`config.mk`:
```
export PLATFORM = sky130hd
export DESIGN_NAME = mem_bus_arbiter_flat
export DESIGN_NICKNAME = d
export VERILOG_FILES = /design/src/rtl/mem_bus_arbiter_if.sv /design/src/rtl/mem_bus_arbiter.sv /design/src/flat_wrapper.sv
export SDC_FILE = /design/constraint.sdc
export NUM_CORES = 1
export LEC_CHECK = 0
export CORE_MARGIN = 4
export CORE_UTILIZATION = 24
export CTS_CLUSTER_DIAMETER = 40
export DETAILED_ROUTE_END_ITERATION = 12
export GPL_TIMING_DRIVEN = 0
export PLACE_DENSITY = 0.7
export SLEW_MARGIN = 20
export SYNTH_ARGS = -nofsm -noshare
export SYNTH_HDL_FRONTEND = slang
export SYNTH_SLANG_ARGS = --single-unit
```
`constraint.sdc`:
```
create_clock -name CLK -period 1.6 [get_ports CLK]
set_input_delay 0.32 -clock CLK [delete_from_list [all_inputs] [get_ports CLK]]
set_output_delay 0.32 -clock CLK [all_outputs]
set_load 0.05 [all_outputs]
```
`src/rtl/mem_bus_arbiter_if.sv`:
```
// Bundle of the requester-side and memory-side signals of mem_bus_arbiter.
// The slave modport is the arbiter's view; master is the view of the caches and memory around it.
interface mem_bus_arbiter_if #(
   parameter int ADDR_WIDTH = 32,
   parameter int DATA_WIDTH = 32,
   parameter int BURST_LEN  = 4
);
   localparam int BEAT_W = $clog2(BURST_LEN);

   logic                  I_Req;
   logic [ADDR_WIDTH-1:0] I_Addr;
   logic                  I_Grant;
   logic                  I_RValid;
   logic                  I_Done;

   logic                  D_Req;
   logic                  D_RW;
   logic [ADDR_WIDTH-1:0] D_Addr;
   logic [DATA_WIDTH-1:0] D_WData;
   logic [BEAT_W-1:0]     D_Beat;
   logic                  D_Grant;
   logic                  D_RValid;
   logic                  D_Done;

   logic [DATA_WIDTH-1:0] RData;

   logic                  Mem_Req;
   logic                  Mem_RW;
   logic [ADDR_WIDTH-1:0] Mem_Addr;
   logic [DATA_WIDTH-1:0] Mem_WData;
   logic [DATA_WIDTH-1:0] Mem_RData;
   logic                  Mem_Ready;

   modport slave (
      input  I_Req, I_Addr, D_Req, D_RW, D_Addr, D_WData, Mem_RData, Mem_Ready,
      output I_Grant, I_RValid, I_Done, D_Beat, D_Grant, D_RValid, D_Done, RData,
             Mem_Req, Mem_RW, Mem_Addr, Mem_WData
   );

   modport master (
      output I_Req, I_Addr, D_Req, D_RW, D_Addr, D_WData, Mem_RData, Mem_Ready,
      input  I_Grant, I_RValid, I_Done, D_Beat, D_Grant, D_RValid, D_Done, RData,
             Mem_Req, Mem_RW, Mem_Addr, Mem_WData
   );
endinterface

```
`src/rtl/mem_bus_arbiter.sv`:
```
// Round-robin arbiter sharing one main-memory port between I-side line reads and
// D-side line reads/writes, running a fixed-length burst per grant.
module mem_bus_arbiter #(
   parameter int ADDR_WIDTH = 32,
   parameter int DATA_WIDTH = 32,
   parameter int BURST_LEN  = 4
) (
   input logic              CLK,
   input logic              RESET,
   mem_bus_arbiter_if.slave bus
);
   localparam int BEAT_W = $clog2(BURST_LEN);
   localparam int OFF_W  = BEAT_W + 2;
   localparam int TAG_W  = ADDR_WIDTH - OFF_W;

   typedef enum logic [1:0] {S_IDLE, S_BUSY, S_DONE} state_t;
   typedef enum logic {OWN_I = 1'b0, OWN_D = 1'b1} owner_t;

   state_t            state_q, state_d;
   owner_t            owner_q, owner_d;
   owner_t            last_q, last_d;
   owner_t            win;
   logic [BEAT_W-1:0] beat_q, beat_d;
   logic [TAG_W-1:0]  tag_q, tag_d;
   logic              rw_q, rw_d;
   logic              i_grant_q, i_grant_d;
   logic              d_grant_q, d_grant_d;
   logic              i_done_q, i_done_d;
   logic              d_done_q, d_done_d;
   logic              mem_req_q, mem_req_d;
   logic              mem_rw_q, mem_rw_d;

   always_comb begin
      // NOTE: every signal gets its hold value first so no path can infer a latch.
      state_d = state_q;
      owner_d = owner_q;
      last_d  = last_q;
      beat_d  = beat_q;
      tag_d   = tag_q;
      rw_d    = rw_q;

      // A tie goes to the side not served last; a lone requester always wins.
      win = (last_q == OWN_I) ? OWN_D : OWN_I;
      if (bus.I_Req && !bus.D_Req) win = OWN_I;
      else if (!bus.I_Req && bus.D_Req) win = OWN_D;

      case (state_q)
         S_IDLE: begin
            if (bus.I_Req || bus.D_Req) begin
               state_d = S_BUSY;
               owner_d = win;
               last_d  = win;
               beat_d  = '0;
               rw_d    = (win == OWN_D) && bus.D_RW;
               tag_d   = (win == OWN_D) ? bus.D_Addr[ADDR_WIDTH-1:OFF_W]
                                        : bus.I_Addr[ADDR_WIDTH-1:OFF_W];
            end
         end
         S_BUSY: begin
            if (bus.Mem_Ready) begin
               beat_d = beat_q + BEAT_W'(1);
               if (beat_q == BEAT_W'(BURST_LEN - 1)) state_d = S_DONE;
            end
         end
         S_DONE:  state_d = S_IDLE;
         default: state_d = S_IDLE;
      endcase

      i_grant_d = (state_d != S_IDLE) && (owner_d == OWN_I);
      d_grant_d = (state_d != S_IDLE) && (owner_d == OWN_D);
      i_done_d  = (state_d == S_DONE) && (owner_d == OWN_I);
      d_done_d  = (state_d == S_DONE) && (owner_d == OWN_D);
      mem_req_d = (state_d == S_BUSY);
      mem_rw_d  = (state_d == S_BUSY) && rw_d;
   end

   always_ff @(posedge CLK or posedge RESET) begin
      // NOTE: non-blocking assignments so every register samples the pre-edge values.
      if (RESET) begin
         state_q   <= S_IDLE;
         owner_q   <= OWN_I;
         last_q    <= OWN_I;
         beat_q    <= '0;
         tag_q     <= '0;
         rw_q      <= 1'b0;
         i_grant_q <= 1'b0;
         d_grant_q <= 1'b0;
         i_done_q  <= 1'b0;
         d_done_q  <= 1'b0;
         mem_req_q <= 1'b0;
         mem_rw_q  <= 1'b0;
      end else begin
         state_q   <= state_d;
         owner_q   <= owner_d;
         last_q    <= last_d;
         beat_q    <= beat_d;
         tag_q     <= tag_d;
         rw_q      <= rw_d;
         i_grant_q <= i_grant_d;
         d_grant_q <= d_grant_d;
         i_done_q  <= i_done_d;
         d_done_q  <= d_done_d;
         mem_req_q <= mem_req_d;
         mem_rw_q  <= mem_rw_d;
      end
   end

   // Beat index sits directly under the word offset, so the line address never carries into the tag.
   assign bus.Mem_Addr  = mem_req_q ? {tag_q, beat_q, 2'b00} : {ADDR_WIDTH{1'b0}};
   assign bus.Mem_WData = mem_rw_q ? bus.D_WData : {DATA_WIDTH{1'b0}};
   assign bus.Mem_Req   = mem_req_q;
   assign bus.Mem_RW    = mem_rw_q;
   assign bus.RData     = bus.Mem_RData;
   assign bus.D_Beat    = beat_q;
   assign bus.I_Grant   = i_grant_q;
   assign bus.D_Grant   = d_grant_q;
   assign bus.I_Done    = i_done_q;
   assign bus.D_Done    = d_done_q;
   assign bus.I_RValid  = mem_req_q && !rw_q && (owner_q == OWN_I) && bus.Mem_Ready;
   assign bus.D_RValid  = mem_req_q && !rw_q && (owner_q == OWN_D) && bus.Mem_Ready;
endmodule

```
`src/flat_wrapper.sv`:
```
// flat-port wrapper written by rule: the top's interface ports become plain ports
module mem_bus_arbiter_flat 
#(
   parameter int ADDR_WIDTH = 32,
   parameter int DATA_WIDTH = 32,
   parameter int BURST_LEN  = 4
)
  (CLK, RESET, bus_I_Req, bus_I_Addr, bus_D_Req, bus_D_RW, bus_D_Addr, bus_D_WData, bus_Mem_RData, bus_Mem_Ready, bus_I_Grant, bus_I_RValid, bus_I_Done, bus_D_Beat, bus_D_Grant, bus_D_RValid, bus_D_Done, bus_RData, bus_Mem_Req, bus_Mem_RW, bus_Mem_Addr, bus_Mem_WData);
  mem_bus_arbiter_if #(.ADDR_WIDTH(ADDR_WIDTH), .DATA_WIDTH(DATA_WIDTH), .BURST_LEN(BURST_LEN)) bus_i ();
  input logic CLK;
  input logic RESET;
  input wire logic [$bits(bus_i.I_Req)-1:0] bus_I_Req;
  input wire logic [$bits(bus_i.I_Addr)-1:0] bus_I_Addr;
  input wire logic [$bits(bus_i.D_Req)-1:0] bus_D_Req;
  input wire logic [$bits(bus_i.D_RW)-1:0] bus_D_RW;
  input wire logic [$bits(bus_i.D_Addr)-1:0] bus_D_Addr;
  input wire logic [$bits(bus_i.D_WData)-1:0] bus_D_WData;
  input wire logic [$bits(bus_i.Mem_RData)-1:0] bus_Mem_RData;
  input wire logic [$bits(bus_i.Mem_Ready)-1:0] bus_Mem_Ready;
  output wire logic [$bits(bus_i.I_Grant)-1:0] bus_I_Grant;
  output wire logic [$bits(bus_i.I_RValid)-1:0] bus_I_RValid;
  output wire logic [$bits(bus_i.I_Done)-1:0] bus_I_Done;
  output wire logic [$bits(bus_i.D_Beat)-1:0] bus_D_Beat;
  output wire logic [$bits(bus_i.D_Grant)-1:0] bus_D_Grant;
  output wire logic [$bits(bus_i.D_RValid)-1:0] bus_D_RValid;
  output wire logic [$bits(bus_i.D_Done)-1:0] bus_D_Done;
  output wire logic [$bits(bus_i.RData)-1:0] bus_RData;
  output wire logic [$bits(bus_i.Mem_Req)-1:0] bus_Mem_Req;
  output wire logic [$bits(bus_i.Mem_RW)-1:0] bus_Mem_RW;
  output wire logic [$bits(bus_i.Mem_Addr)-1:0] bus_Mem_Addr;
  output wire logic [$bits(bus_i.Mem_WData)-1:0] bus_Mem_WData;
  assign bus_i.I_Req = bus_I_Req;
  assign bus_i.I_Addr = bus_I_Addr;
  assign bus_i.D_Req = bus_D_Req;
  assign bus_i.D_RW = bus_D_RW;
  assign bus_i.D_Addr = bus_D_Addr;
  assign bus_i.D_WData = bus_D_WData;
  assign bus_i.Mem_RData = bus_Mem_RData;
  assign bus_i.Mem_Ready = bus_Mem_Ready;
  assign bus_I_Grant = bus_i.I_Grant;
  assign bus_I_RValid = bus_i.I_RValid;
  assign bus_I_Done = bus_i.I_Done;
  assign bus_D_Beat = bus_i.D_Beat;
  assign bus_D_Grant = bus_i.D_Grant;
  assign bus_D_RValid = bus_i.D_RValid;
  assign bus_D_Done = bus_i.D_Done;
  assign bus_RData = bus_i.RData;
  assign bus_Mem_Req = bus_i.Mem_Req;
  assign bus_Mem_RW = bus_i.Mem_RW;
  assign bus_Mem_Addr = bus_i.Mem_Addr;
  assign bus_Mem_WData = bus_i.Mem_WData;
  mem_bus_arbiter #(.ADDR_WIDTH(ADDR_WIDTH), .DATA_WIDTH(DATA_WIDTH), .BURST_LEN(BURST_LEN)) u_core (.CLK(CLK), .RESET(RESET), .bus(bus_i));
endmodule
```
==> impl_metrics.env <==
export IMPL_rsz0062_at_grt="yes"
export IMPL_yosys_cell_types_count=35
export IMPL_hold_path_class="in2reg"
export IMPL_worst_path_stages=3
export IMPL_ant_nets=0
export IMPL_areaGrowthSynthToFinish_pct=86.2
export IMPL_crit_chain="clkbuf_8, and2_1, buf_4"
export IMPL_first_pass_iters=4
export IMPL_seq_area_frac_synth_pct=36.5
export IMPL_peakVddDrop_mv=0.918
export IMPL_rows=39
export IMPL_relSlewSlack_pct=63.8
export IMPL_fin_skew_ns=0.00269
export IMPL_clk_latency_ns=0.28
export IMPL_maxSlewViolCount=0
export IMPL_leakage_nw=2.22
export IMPL_yosysTopAreaCellShare_pct=36.5
export IMPL_swShare_pct=52.9
export IMPL_routabilityCongestion=0.753
export IMPL_boundaryPins=240
export IMPL_reg2reg_from="u_core.state_q[0]"
export IMPL_core_area_sq_um=11400
export IMPL_worst_path_buf_inv=2
export IMPL_clkSlewWorstSetupHoldPaths_ns=0.06
export IMPL_power_total_mw=9.21
export IMPL_grt_start_max_net_pins=24
export IMPL_rr_worst_depth=4
export IMPL_start_util_pct=24.6
export IMPL_dieArea_sq_um=13500
export IMPL_yosys_area_top_type="dfrtp_1"
export IMPL_drc_errors=0
export IMPL_setup_viol=0
export IMPL_fin_crit_sh_pct=99.8
export IMPL_clkPwrFrac_pct=10.6
export IMPL_arrival_ns=1.28
export IMPL_syn_area_sq_um=2810
export IMPL_cts_max_level=2
export IMPL_synth_area_per_cell_sq_um=8.75
export IMPL_power_per_cell_area_nw_per_um2=1760
export IMPL_cp_required_ns=1.28
export IMPL_dpl_hpwl_um=9840
export IMPL_cts_hold_buf=0
export IMPL_layout_min_cycle_time_ns=1.60
export IMPL_finalHoldViolCount=0
export IMPL_synth_cells=321
export IMPL_combPwrFrac_pct=69.8
export IMPL_numPortBuffers=196
export IMPL_cts_buffer_depth=2
export IMPL_diodes=0
export IMPL_outcome="finished clean"
export IMPL_p_int_mw=4.33
export IMPL_synthArstFlopShare_pct=100
export IMPL_mostFrequentLayoutCells="122 x clkdlybuf4s50_1, 62 x buf_4, 39 x buf_6, 39 x dfrtp_1, 32 x and2_1"
export IMPL_grt_pass1_wl_um=18400
export IMPL_yosysWarnings=0
export IMPL_cts_tree="yes"
export IMPL_maxCapViolCount=0
export IMPL_crit_fanout=10
export IMPL_routed_via_density=4.93
export IMPL_totalWireLength_um=12200
export IMPL_clk_root_buffer_cell="clkbuf_16"
export IMPL_setup_worst_path_start="u_core.bus.Mem_Req"
export IMPL_num_vias=3290
export IMPL_die_h_um=116
export IMPL_grtUsageTotal_pct=17.5
export IMPL_cts_inserted_buffers=5
export IMPL_cp_top_family="flip-flops"
export IMPL_synth_edf_count=0
export IMPL_grt_pass1_vias=3351
export IMPL_drtIter0Drc=132
export IMPL_critPathMaxStageDelay_ns=0.45
export IMPL_criticalPathCategory="reg2out"
export IMPL_endpoint_kind="output port"
export IMPL_seqPwrFrac_pct=19.6
export IMPL_nNetsFinal=659
export IMPL_crit_path_start_kind="register"
export IMPL_max_clock_freq_mhz=626
export IMPL_yosys_top_cells_area="dfrtp_1 37%, and2_1 14%, buf_4 9.3%"
export IMPL_hold_path_cell_count=2
export IMPL_final_layout_size_suffix_gt1_share_pct=33.3
export IMPL_antenna_found_initial=0
export IMPL_clkSinkCount=41
export IMPL_tightest_slew_ns=0.541
export IMPL_wire_per_inst_um=18.3
export IMPL_overflow=0
export IMPL_switchingPower_mw=4.87
export IMPL_worstHoldStart="bus_Mem_Ready"
export IMPL_ys_ff_latch=41
export IMPL_final_common_cell="clkdlybuf4s50_1"
export IMPL_synth_ff_type="dfrtp_1"
export IMPL_post_place_ws_ns=-0.774
export IMPL_cp_slowest_cell="dfrtp_2"
export IMPL_die_w_um=116
export IMPL_fin_ws_ns=0.00337
[worst paths after layout]
check | end | slack (ns)
setup / recovery | bus_Mem_Addr[5] | 0.003
hold / removal | u_core.bus.Mem_Req | 0.37
setup reg to reg | u_core.bus.D_Beat[0] | 0.12
hold reg to reg | u_core.tag_q[3] | 0.52
max in group asynchronous | u_core.bus.Mem_Req | 0.73
min in group asynchronous | u_core.bus.I_Done | 0.39
[area by class of cell]
type | instances | area (sq um)
clock inverters | 2 | 10.0
repair buffers | 198 | 1980
well taps | 143 | 179
flip-flops and latches | 41 | 1030
multi-input cells | 207 | 1420
inverters | 5 | 18.8
fillers | 1098 | 6180
plain buffers | 66 | 462
clock buffers | 6 | 129
[flip-flops by register name (all words and copies together), names as in the netlist]
signal,cells
u_core.bus.D_Beat,2
u_core.bus.D_Done,1
u_core.bus.D_Grant,1
u_core.bus.I_Done,1
u_core.bus.I_Grant,1
u_core.bus.Mem_RW,1
u_core.bus.Mem_Req,1
u_core.last_q,1
u_core.owner_q,1
u_core.rw_q,1
u_core.state_q,2
u_core.tag_q,28
[power groups by stage]
stage                     Sequential, mW  Clock [mW]  Combinational [mW]
after floorplan                     1.98           0                3.99
after global placement              1.78           0                6.34
after detailed placement            1.81           0                6.39
after CTS                           1.79       0.993                6.36
after global routing                1.88        1.04                6.82
final                               1.80       0.979                6.42
[synthesized netlist by cell type, types with 2 or more instances]
cell type,instances
dfrtp_1,41
buf_4,35
buf_2,8
o2111ai_1,28
or2_2,2
nand3_1,28
and2_1,63
a311oi_1,2
nor3_1,2
clkbuf_1,22
inv_1,5
a21oi_1,2
buf_6,2
nand2_1,3
o211ai_1,28
o21ai_0,29
nor2_1,3
[layer usage]
layer / wire (um) / track usage (%) / up-vias / part of all wire (%)
met5: 0 / 0 / - / 0
met4: 173 / 3.63 / 0 / 1.4
met3: 1200 / 3.94 / 15 / 9.8
met2: 6200 / 31.0 / 188 / 51
met1: 4670 / 21.8 / 1560 / 38
li1: - / - / 1527 / -
[repair_timing]
action | CTS | global route
resized for setup | 425 | 50
gates cloned | 0 | 0
setup buffers | 1 | 0
endpoints found under the setup margin | 82 | 84
[logic make-up (layout without fill, tap and decap cells)]
| family | count (synthesis) | after routing | share of synthesized area (%) |
|---|---|---|---|
| AOI/OAI and AO/OA | 95 | 95 | 24.3 |
| adders and majority gates | 2 | 2 | 0.846 |
| buffers and inverters | 74 | 277 | 15.5 |
| DFF | 41 | 41 | 36.5 |
| muxes | 1 | 1 | 0.401 |
| other | 1 | 2 | 0.133 |
| and+or+nand+nor | 107 | 107 | 22.4 |
[stage by stage]
stage	utilization [%]	TNS (ns)	area [sq um]	instances	hold slack (ns)
finish	45.8	0	5230	668	0.367
global route	45.8	-0.608	5230	668	0.413
CTS	45.1	-1.08	5150	670	0.406
detailed placement	44.2	-39.11	5040	662	0.512
global placement	43.9	-62.81	5020	661	0.501
floorplan	-	0	2880	322	0.437
Power figures use the tool's default switching activity.
